File: config.mk
export PLATFORM = sky130hd
export DESIGN_NAME = glbl_reg_arb
export DESIGN_NICKNAME = d
export VERILOG_FILES = /design/src/rtl/glbl_pkg.sv /design/src/rtl/glbl_rr_sel.sv /design/src/rtl/glbl_reg_arb.sv
export SDC_FILE = /design/constraint.sdc
export NUM_CORES = 1
export LEC_CHECK = 0
export BUFFER_PORTS_ARGS = -buffer_cell sky130_fd_sc_hd__buf_4
export CORE_AREA = 2 2 88 106
export DETAILED_ROUTE_END_ITERATION = 10
export DIE_AREA = 0 0 90 108
export GPL_TIMING_DRIVEN = 0
export PLACE_DENSITY = 0.83
export SYNTH_ARGS = -nofsm -noshare
export SYNTH_HDL_FRONTEND = slang
export SYNTH_SLANG_ARGS = --single-unit
File: constraint.sdc
create_clock -name mclk -period 2.3 [get_ports mclk]
set_input_delay 0.345 -clock mclk [delete_from_list [all_inputs] [get_ports mclk]]
set_output_delay 0.345 -clock mclk [all_outputs]
set_load 0.005 [all_outputs]
File: src/rtl/glbl_pkg.sv
// rtl/glbl_pkg.sv - shared types and constants for the global-config register arbiter
package glbl_pkg;
    typedef enum logic [1:0] {IDLE, BUSY, ACK} arb_state_t;

    localparam logic [31:0] TMO_RDATA = 32'hDEAD_0BAD;
    localparam int REG_AW = 6;
    localparam int REG_DW = 32;
endpackage

File: src/rtl/glbl_rr_sel.sv
// rtl/glbl_rr_sel.sv - combinational round-robin picker, search starts after last
module glbl_rr_sel #(
    parameter int NM = 2
) (
    input  logic [NM-1:0] req,
    input  logic [1:0]    last,
    output logic          gnt_vld,
    output logic [1:0]    gnt_idx
);
    logic [3:0] req_pad;
    logic [1:0] idx;

    assign req_pad = 4'(req);

    // The first hit at distance 1..NM from last wins, so last itself is checked last.
    always_comb begin
        gnt_vld = 1'b0;
        gnt_idx = '0;
        idx     = '0;
        for (int k = 1; k <= NM; k++) begin
            idx = 2'((3'(last) + 3'(k)) % 3'(NM));
            if (!gnt_vld && req_pad[idx]) begin
                gnt_vld = 1'b1;
                gnt_idx = idx;
            end
        end
    end
endmodule

File: src/rtl/glbl_reg_arb.sv
// rtl/glbl_reg_arb.sv - round-robin arbiter sharing the global-config register port
module glbl_reg_arb
    import glbl_pkg::*;
#(
    parameter int NM      = 2,
    parameter int TMO_CYC = 64
) (
    input  logic                 mclk,
    input  logic                 reset_n,
    input  logic [NM-1:0]        m_cs,
    input  logic [NM-1:0]        m_wr,
    input  logic [NM*REG_AW-1:0] m_addr,
    input  logic [NM*REG_DW-1:0] m_wdata,
    input  logic [NM*4-1:0]      m_be,
    output logic [REG_DW-1:0]    m_rdata,
    output logic [NM-1:0]        m_ack,
    output logic [NM-1:0]        m_err,
    output logic                 reg_cs,
    output logic                 reg_wr,
    output logic [REG_AW-1:0]    reg_addr,
    output logic [REG_DW-1:0]    reg_wdata,
    output logic [3:0]           reg_be,
    input  logic [REG_DW-1:0]    reg_rdata,
    input  logic                 reg_ack,
    output logic                 busy,
    output logic [1:0]           gnt_id
);
    arb_state_t state, state_nx;
    logic [7:0] cnt;
    logic [1:0] last_gnt;
    logic       gnt_vld;
    logic [1:0] gnt_idx;
    logic       grant, done, tmo;
    logic [NM-1:0] hit;

    logic              sel_wr;
    logic [REG_AW-1:0] sel_addr;
    logic [REG_DW-1:0] sel_wdata;
    logic [3:0]        sel_be;

    glbl_rr_sel #(.NM(NM)) u_rr_sel (
        .req     (m_cs),
        .last    (last_gnt),
        .gnt_vld (gnt_vld),
        .gnt_idx (gnt_idx)
    );

    always_comb begin
        sel_wr    = 1'b0;
        sel_addr  = '0;
        sel_wdata = '0;
        sel_be    = '0;
        for (int i = 0; i < NM; i++) begin
            if (gnt_idx == 2'(i)) begin
                sel_wr    = m_wr[i];
                sel_addr  = m_addr[i*REG_AW +: REG_AW];
                sel_wdata = m_wdata[i*REG_DW +: REG_DW];
                sel_be    = m_be[i*4 +: 4];
            end
        end
    end

    always_comb begin
        hit = '0;
        for (int i = 0; i < NM; i++) begin
            hit[i] = (gnt_id == 2'(i));
        end
    end

    always_ff @(posedge mclk or negedge reset_n) begin
        if (!reset_n) state <= IDLE;
        else          state <= state_nx;
    end

    // A slave ack in the final count cycle takes priority over the timeout.
    always_comb begin
        state_nx = state;
        grant    = 1'b0;
        done     = 1'b0;
        tmo      = 1'b0;
        case (state)
            IDLE: begin
                if (gnt_vld) begin
                    grant    = 1'b1;
                    state_nx = BUSY;
                end
            end
            BUSY: begin
                if (reg_ack) begin
                    done     = 1'b1;
                    state_nx = ACK;
                end else if (cnt == 8'(TMO_CYC - 1)) begin
                    done     = 1'b1;
                    tmo      = 1'b1;
                    state_nx = ACK;
                end
            end
            ACK:     state_nx = IDLE;
            default: state_nx = IDLE;
        endcase
    end

    always_ff @(posedge mclk or negedge reset_n) begin
        if (!reset_n) begin
            cnt       <= '0;
            last_gnt  <= 2'(NM - 1);
            gnt_id    <= '0;
            busy      <= 1'b0;
            m_rdata   <= '0;
            m_ack     <= '0;
            m_err     <= '0;
            reg_cs    <= 1'b0;
            reg_wr    <= 1'b0;
            reg_addr  <= '0;
            reg_wdata <= '0;
            reg_be    <= '0;
        end else begin
            m_ack <= '0;
            m_err <= '0;
            busy  <= (state_nx != IDLE);
            if (state == BUSY) cnt <= cnt + 8'd1;
            if (grant) begin
                reg_cs    <= 1'b1;
                reg_wr    <= sel_wr;
                reg_addr  <= sel_addr;
                reg_wdata <= sel_wdata;
                reg_be    <= sel_be;
                gnt_id    <= gnt_idx;
                cnt       <= '0;
            end
            if (done) begin
                reg_cs   <= 1'b0;
                m_rdata  <= tmo ? TMO_RDATA : (reg_wr ? '0 : reg_rdata);
                m_ack    <= hit;
                m_err    <= tmo ? hit : '0;
                last_gnt <= gnt_id;
            end
        end
    end
endmodule
# --- Yosys cells after proc, flatten, opt, wreduce, memory -nomap -nowiden ---
# Index checks and enable logic that the tools add are counted.
# Widths: inputs -> output; s select.
classes:
  muxes: 36
  eq_ne: 4
  reduce_logical: 8
  add_sub_neg: 3
  magnitude_cmp: 2
ops:
  columns: ["cell", "n"]
  rows:
  - ["$mux 32", 4]
  - ["$mux 1", 19]
  - ["$mux 8", 2]
  - ["$mux 2", 6]
  - ["$mux 6", 2]
  - ["$add 8x1->8 const B", 1]
  - ["$eq 8x6->1 const B", 1]
  - ["$mux 4", 2]
  - ["$logic_not 2->1", 3]
  - ["$lt 1x3->1 const B", 2]
  - ["$reduce_bool 2->1", 3]
  - ["$pmux 2 s2", 1]
  - ["$add 1x1->1 const B", 2]
  - ["$eq 1x1->1 const B", 2]
  - ["$eq 2x1->1 const B", 1]
  - ["$logic_and 1x1->1", 1]
  - ["$logic_not 1->1", 1]
word_totals:
  inputBits: 123
  register_bits: 93
  out_inout_bits: 83
  wordCells: 66

# --- Longest topological paths before layout ---
depth:
  depth_word: 11
  depth_mapped: 7

# --- Cells and area by module ---
# A second synthesis with hierarchy kept.
unflattened:
  hier_cells: 365
  area_unflattened_um2: 4334.2
modules_own_cells:
  columns: ["mod", "cells_per_inst", "area_each_um2", "seq_area_each_um2", "n_inst"]
  rows:
  - ["glbl_reg_arb", 361, 4309.1, 2378.5, 1]
  - ["glbl_rr_sel", 4, 25.0, 0.0, 1]

# --- Worst setup path before layout ---
# Ideal clock, no wire load.
synth_timing:
  path_kind: "register to register"
  startpoint: "register cnt[0]"
  endpoint: "register m_rdata[13]"
  synth_period_minus_slack_ns: 1.393
  t_required_ns: 2.179
  t_arrival_ns: 1.272
  slack_ns: 0.907
  n_path_buf: 1
  path_stages_with_launch: 7
  path_cell_list: "dfrtp_1 ha_1 nand3_1 o21bai_4 nand2_4 buf_6 a22o_1"
synth_via:
  elab_chain_len: 5
  word_cells_on_any_way: 7
synth_rtl:
  columns: ["element", "line_no", "text"]
  rows:
  - ["start: declaration", "glbl_reg_arb.sv:29", "logic [7:0] cnt;"]
  - ["start signal: assignment", "glbl_reg_arb.sv:121", "if (state == BUSY) cnt <= cnt + 8'd1;"]
  - ["$eq 8x6->1 (*)", "glbl_reg_arb.sv:92", "end else if (cnt == 8'(TMO_CYC - 1)) begin"]
  - ["$mux 1 (*)", "glbl_reg_arb.sv:92", null]
  - ["$mux 1", "glbl_reg_arb.sv:89", "if (reg_ack) begin"]
  - ["$mux 1", "glbl_reg_arb.sv:81", "case (state)"]
  - ["$mux 32", "glbl_reg_arb.sv:133", "m_rdata <= tmo ? TMO_RDATA : (reg_wr ? '0 : reg_rdata);"]
  - ["end signal: assignment", "glbl_reg_arb.sv:133", null]
  - ["end: declaration", "glbl_reg_arb.sv:15", "output logic [REG_DW-1:0] m_rdata,"]
# Every way passes the cells marked *; elsewhere a longest branch is shown, timed or not.
# A chain may end at the register's enable or synchronous reset.

# --- Worst setup path after layout ---
layout_timing:
  startpoint: "register cnt[0]"
  endpoint: "register m_rdata[14]"
# The elaborated chain is that of the path after synthesis.

==> summary.txt <==
Worst setup path
  – Critical path class: flop to flop
  – Arr. time, crit path: 1.84 ns
  – RR Endpoint: m_rdata[14]
  – R2r worst-path depth: 6
  – Top fanout value on the critical path: 10
  – Worst setup SP type: flop
  – Reg2Reg Setup Slack: 0.70 ns
  – Worst reg2reg path startpoint: cnt[0]
  – Setup crit end kind: flop
  – CP Data Required Time: 2.54 ns

Synthesis
  – Synth Area in Adders: 0.301%
  – YS warnings: 0
  – Syn Nets: 473
  – Synth cell types: 38
  – Mux share of post-synthesis cell area: 10.6%
  – Largest family of logic cells by synthesized area: compound AO/OA/AOI/OAI gates
  – Post-synthesis xor/xnor area fraction: 1.27%
  – #FFs+latches synth: 93
  – Post-synthesis simple-gate area fraction: 11.7%
  – Compound-Gate Fraction of Synth Area: 16.2%
  – Mapped Area: 4150 µm²
  – Gate Count Post-Synth: 349
  – Seq/Total Area, Yosys: 56.1%
  – Avg Cell Area, Syn: 11.9 µm²

Clock network
  – CTS max path bufs: 2
  – CTS Root Cell: clkbuf_8
  – CTS tree: built
  – Postcts setup bufs: 0
  – Post_cts resized: 0
  – Hold-fix buffers, CTS: 0
  – Worst-path clk slew: 0.08 ns
  – Worst-skew pair later-pin latency: 0.36 ns
  – Cts bufs inserted: 9
  – Clock tree sinks: 93
  – # H-tree levels: 3

Drt
  – Total wire length: 10.8 mm
  – Number of vias per cell: 5.10
  – Residual DRC count: 0
  – Initial DRC Count: 107
  – Total number of vias: 3500
  – Drt first pass iters: 4
  – WL/cell: 15.8 µm
  – DRT antenna net count: 0

STA
  – Fmax: 0.626 GHz
  – Endpoints failing setup: 0
  – Final setup skew: 0.0121 ns
  – Worst rel slew slack: 25.3%
  – Final worst-path setup slack: 0.703 ns
  – Setup tns final: 0 ns
  – RSZ-0062 raised after global routing: no
  – Pins Over Slew Limit: 0
  – Worst-Margin Slew: 1.12 ns
  – Part of the cycle the worst path needs: 69.4%
  – Final Hold Viols: 0
  – Final worst path period need: 1.60 ns

Power
  – IR drop worst, VDD: 524 µV
  – Lkg Pwr: 3.01 nW
  – Pwr dens: 1170 nW/µm²
  – Power Total: 0.00707 W

Floorplan
  – Die Wd: 90 µm
  – Num rows: 37
  – Die area: 9720 µm²
  – I/O pin cnt: 206
  – Core box area: 8610 µm²
  – Die height: 108 µm
  – Initial Utilization: 48.2%

GRT
  – Congestion Overflow GR: 0
  – Initial antenna violation count: 0
  – Vias in the first global route: 3632
  – GRT Total Usage: 22.9%
  – Largest net degree at the start of global routing: 94
  – Global-route wire length before repair: 17.5 mm

Hold path
  – Worst Hold Class: input port to flop
  – Hold depth: 2
  – WHS Endpoint: m_err[1]
  – Hold Startpoint: reg_ack

Layout
  – Utilization after layout: 70.0%
  – Fin area: 6030 µm²
  – # diodes: 0
  – Syn-to-layout area delta: 45.1%
  – Fin nets: 688
  – Ratio of cells with drive above 1 in the final layout: 45.2%

Placed design
  – Dpl ws: 0.562 ns
  – Post-DP HPWL: 8.39 mm
  – Gp weighted congestion: 0.754
  – Post-DP Area: 5830 µm²
  – Port bufs: 204

Flow run
  – Max-Cap Viols: 0

Run status
  – Status: finished clean
## registers in the layout (all words and copies together) (netlist names), 2 cells and up
signal     count
m_rdata       32
cnt            8
m_err          2
reg_be         4
reg_addr       6
m_ack          2
state          2
reg_wdata     32
## where the power goes
| part | switching [W] | total [W] | internal (W) |
|---|---|---|---|
| Sequential | 0.000465 | 0.00283 | 0.00236 |
| Combinational | 0.00136 | 0.00313 | 0.00177 |
| Clock | 0.000547 | 0.00111 | 0.000565 |
| Total | 0.00237 | 0.00707 | 0.00469 |
## cells by family after synthesis
kind of cell / after synthesis
other: 1
XOR/XNOR: 6
multiplexers: 44
flip-flops: 93
adder cells (fa/ha/maj): 1
AO/OA/AOI/OAI: 83
buffers and inverters: 26
AND/OR/NAND/NOR: 95
## final cells by class
class,count,area (µm²)
Timing Repair Buffer,204,1530
Tap cell,117,146
Inverter,2,7.51
Multi-Input combinational cell,230,1670
Clock inverter,1,30.0
Fill cell,665,2580
Clock buffer,15,166
Buffer,24,150
Sequential cell,93,2330
## synth_stat cells
library cell	number	area share [%]
a21boi_1	1	0.18
a21o_1	1	0.18
a22o_1	14	3.0
a2bb2oi_1	1	0.21
a2bb2oi_2	18	6.5
and2_1	1	0.15
and2b_1	1	0.18
and3_1	1	0.15
buf_2	3	0.36
buf_4	9	1.6
buf_6	3	0.81
clkbuf_1	9	0.81
conb_1	1	0.090
dfrtp_1	92	55
dfstp_2	1	0.63
ha_1	1	0.30
inv_1	1	0.090
inv_2	1	0.090
mux2i_1	44	11
nand2_1	50	4.5
nand2_4	1	0.27
nand2b_1	20	3.0
nand3_1	2	0.24
nand4_1	1	0.15
nand4bb_4	1	0.66
nor2_1	10	0.90
nor2b_4	1	0.33
nor3_1	1	0.12
nor4_1	2	0.30
nor4_2	1	0.30
nor4b_1	1	0.21
o21a_1	1	0.18
o21ai_0	38	4.6
o21ai_1	8	0.96
o21bai_4	1	0.45
or2_2	1	0.15
xnor2_1	3	0.63
xor2_1	3	0.63
## per-stage QoR
stage	cells	hold slack, ns
after floorplan	349	0.0494
after global placement	670	0.463
after detailed placement	670	0.472
after CTS	686	0.154
after global routing	686	0.152
final	686	0.166
## cell usage in the layout, fill, tap and decap left out, drive strengths merged, types with 2 or more instances in the layout
cell type / count
buf: 219
dfrtp: 92
nand2: 51
o21ai: 46
mux2i: 44
clkbuf: 24
nand2b: 20
a2bb2oi: 19
a22o: 14
nor2: 10
xnor2: 3
xor2: 3
nor4: 3
nand3: 2
inv: 2
## routing by layer
metal	global-route usage (%)	up-vias	part of all wire (%)
li1	-	1651	-
met1	27.3	1643	40
met2	38.6	177	49
met3	6.20	29	8.3
met4	11.3	0	2.9
met5	0	-	0
## worst max-delay path, stage by stage, from the launching register on
cell and delay (ns):
dfrtp_1 0.42, ha_1 0.19, nand3_1 0.17, o21bai_4 0.21, nand2_4 0.11, buf_6 0.16
a22o_1 0.23
## worst max-delay path by stage
stage / startpoint / to / slack (ns) / cells after the start
2_1_floorplan: cnt[0] / m_rdata[13] / 0.91 / 6
3_3_place_gp: m_cs[1] / state[0] / 0.55 / 5
3_5_place_dp: m_cs[1] / reg_wdata[17] / 0.56 / 4
4_1_cts: state[1] / reg_wdata[15] / 0.68 / 6
5_1_grt: state[1] / reg_wdata[17] / 0.51 / 6
6_report: cnt[0] / m_rdata[14] / 0.70 / 6
Note: power is estimated with default switching activity, not from simulation.
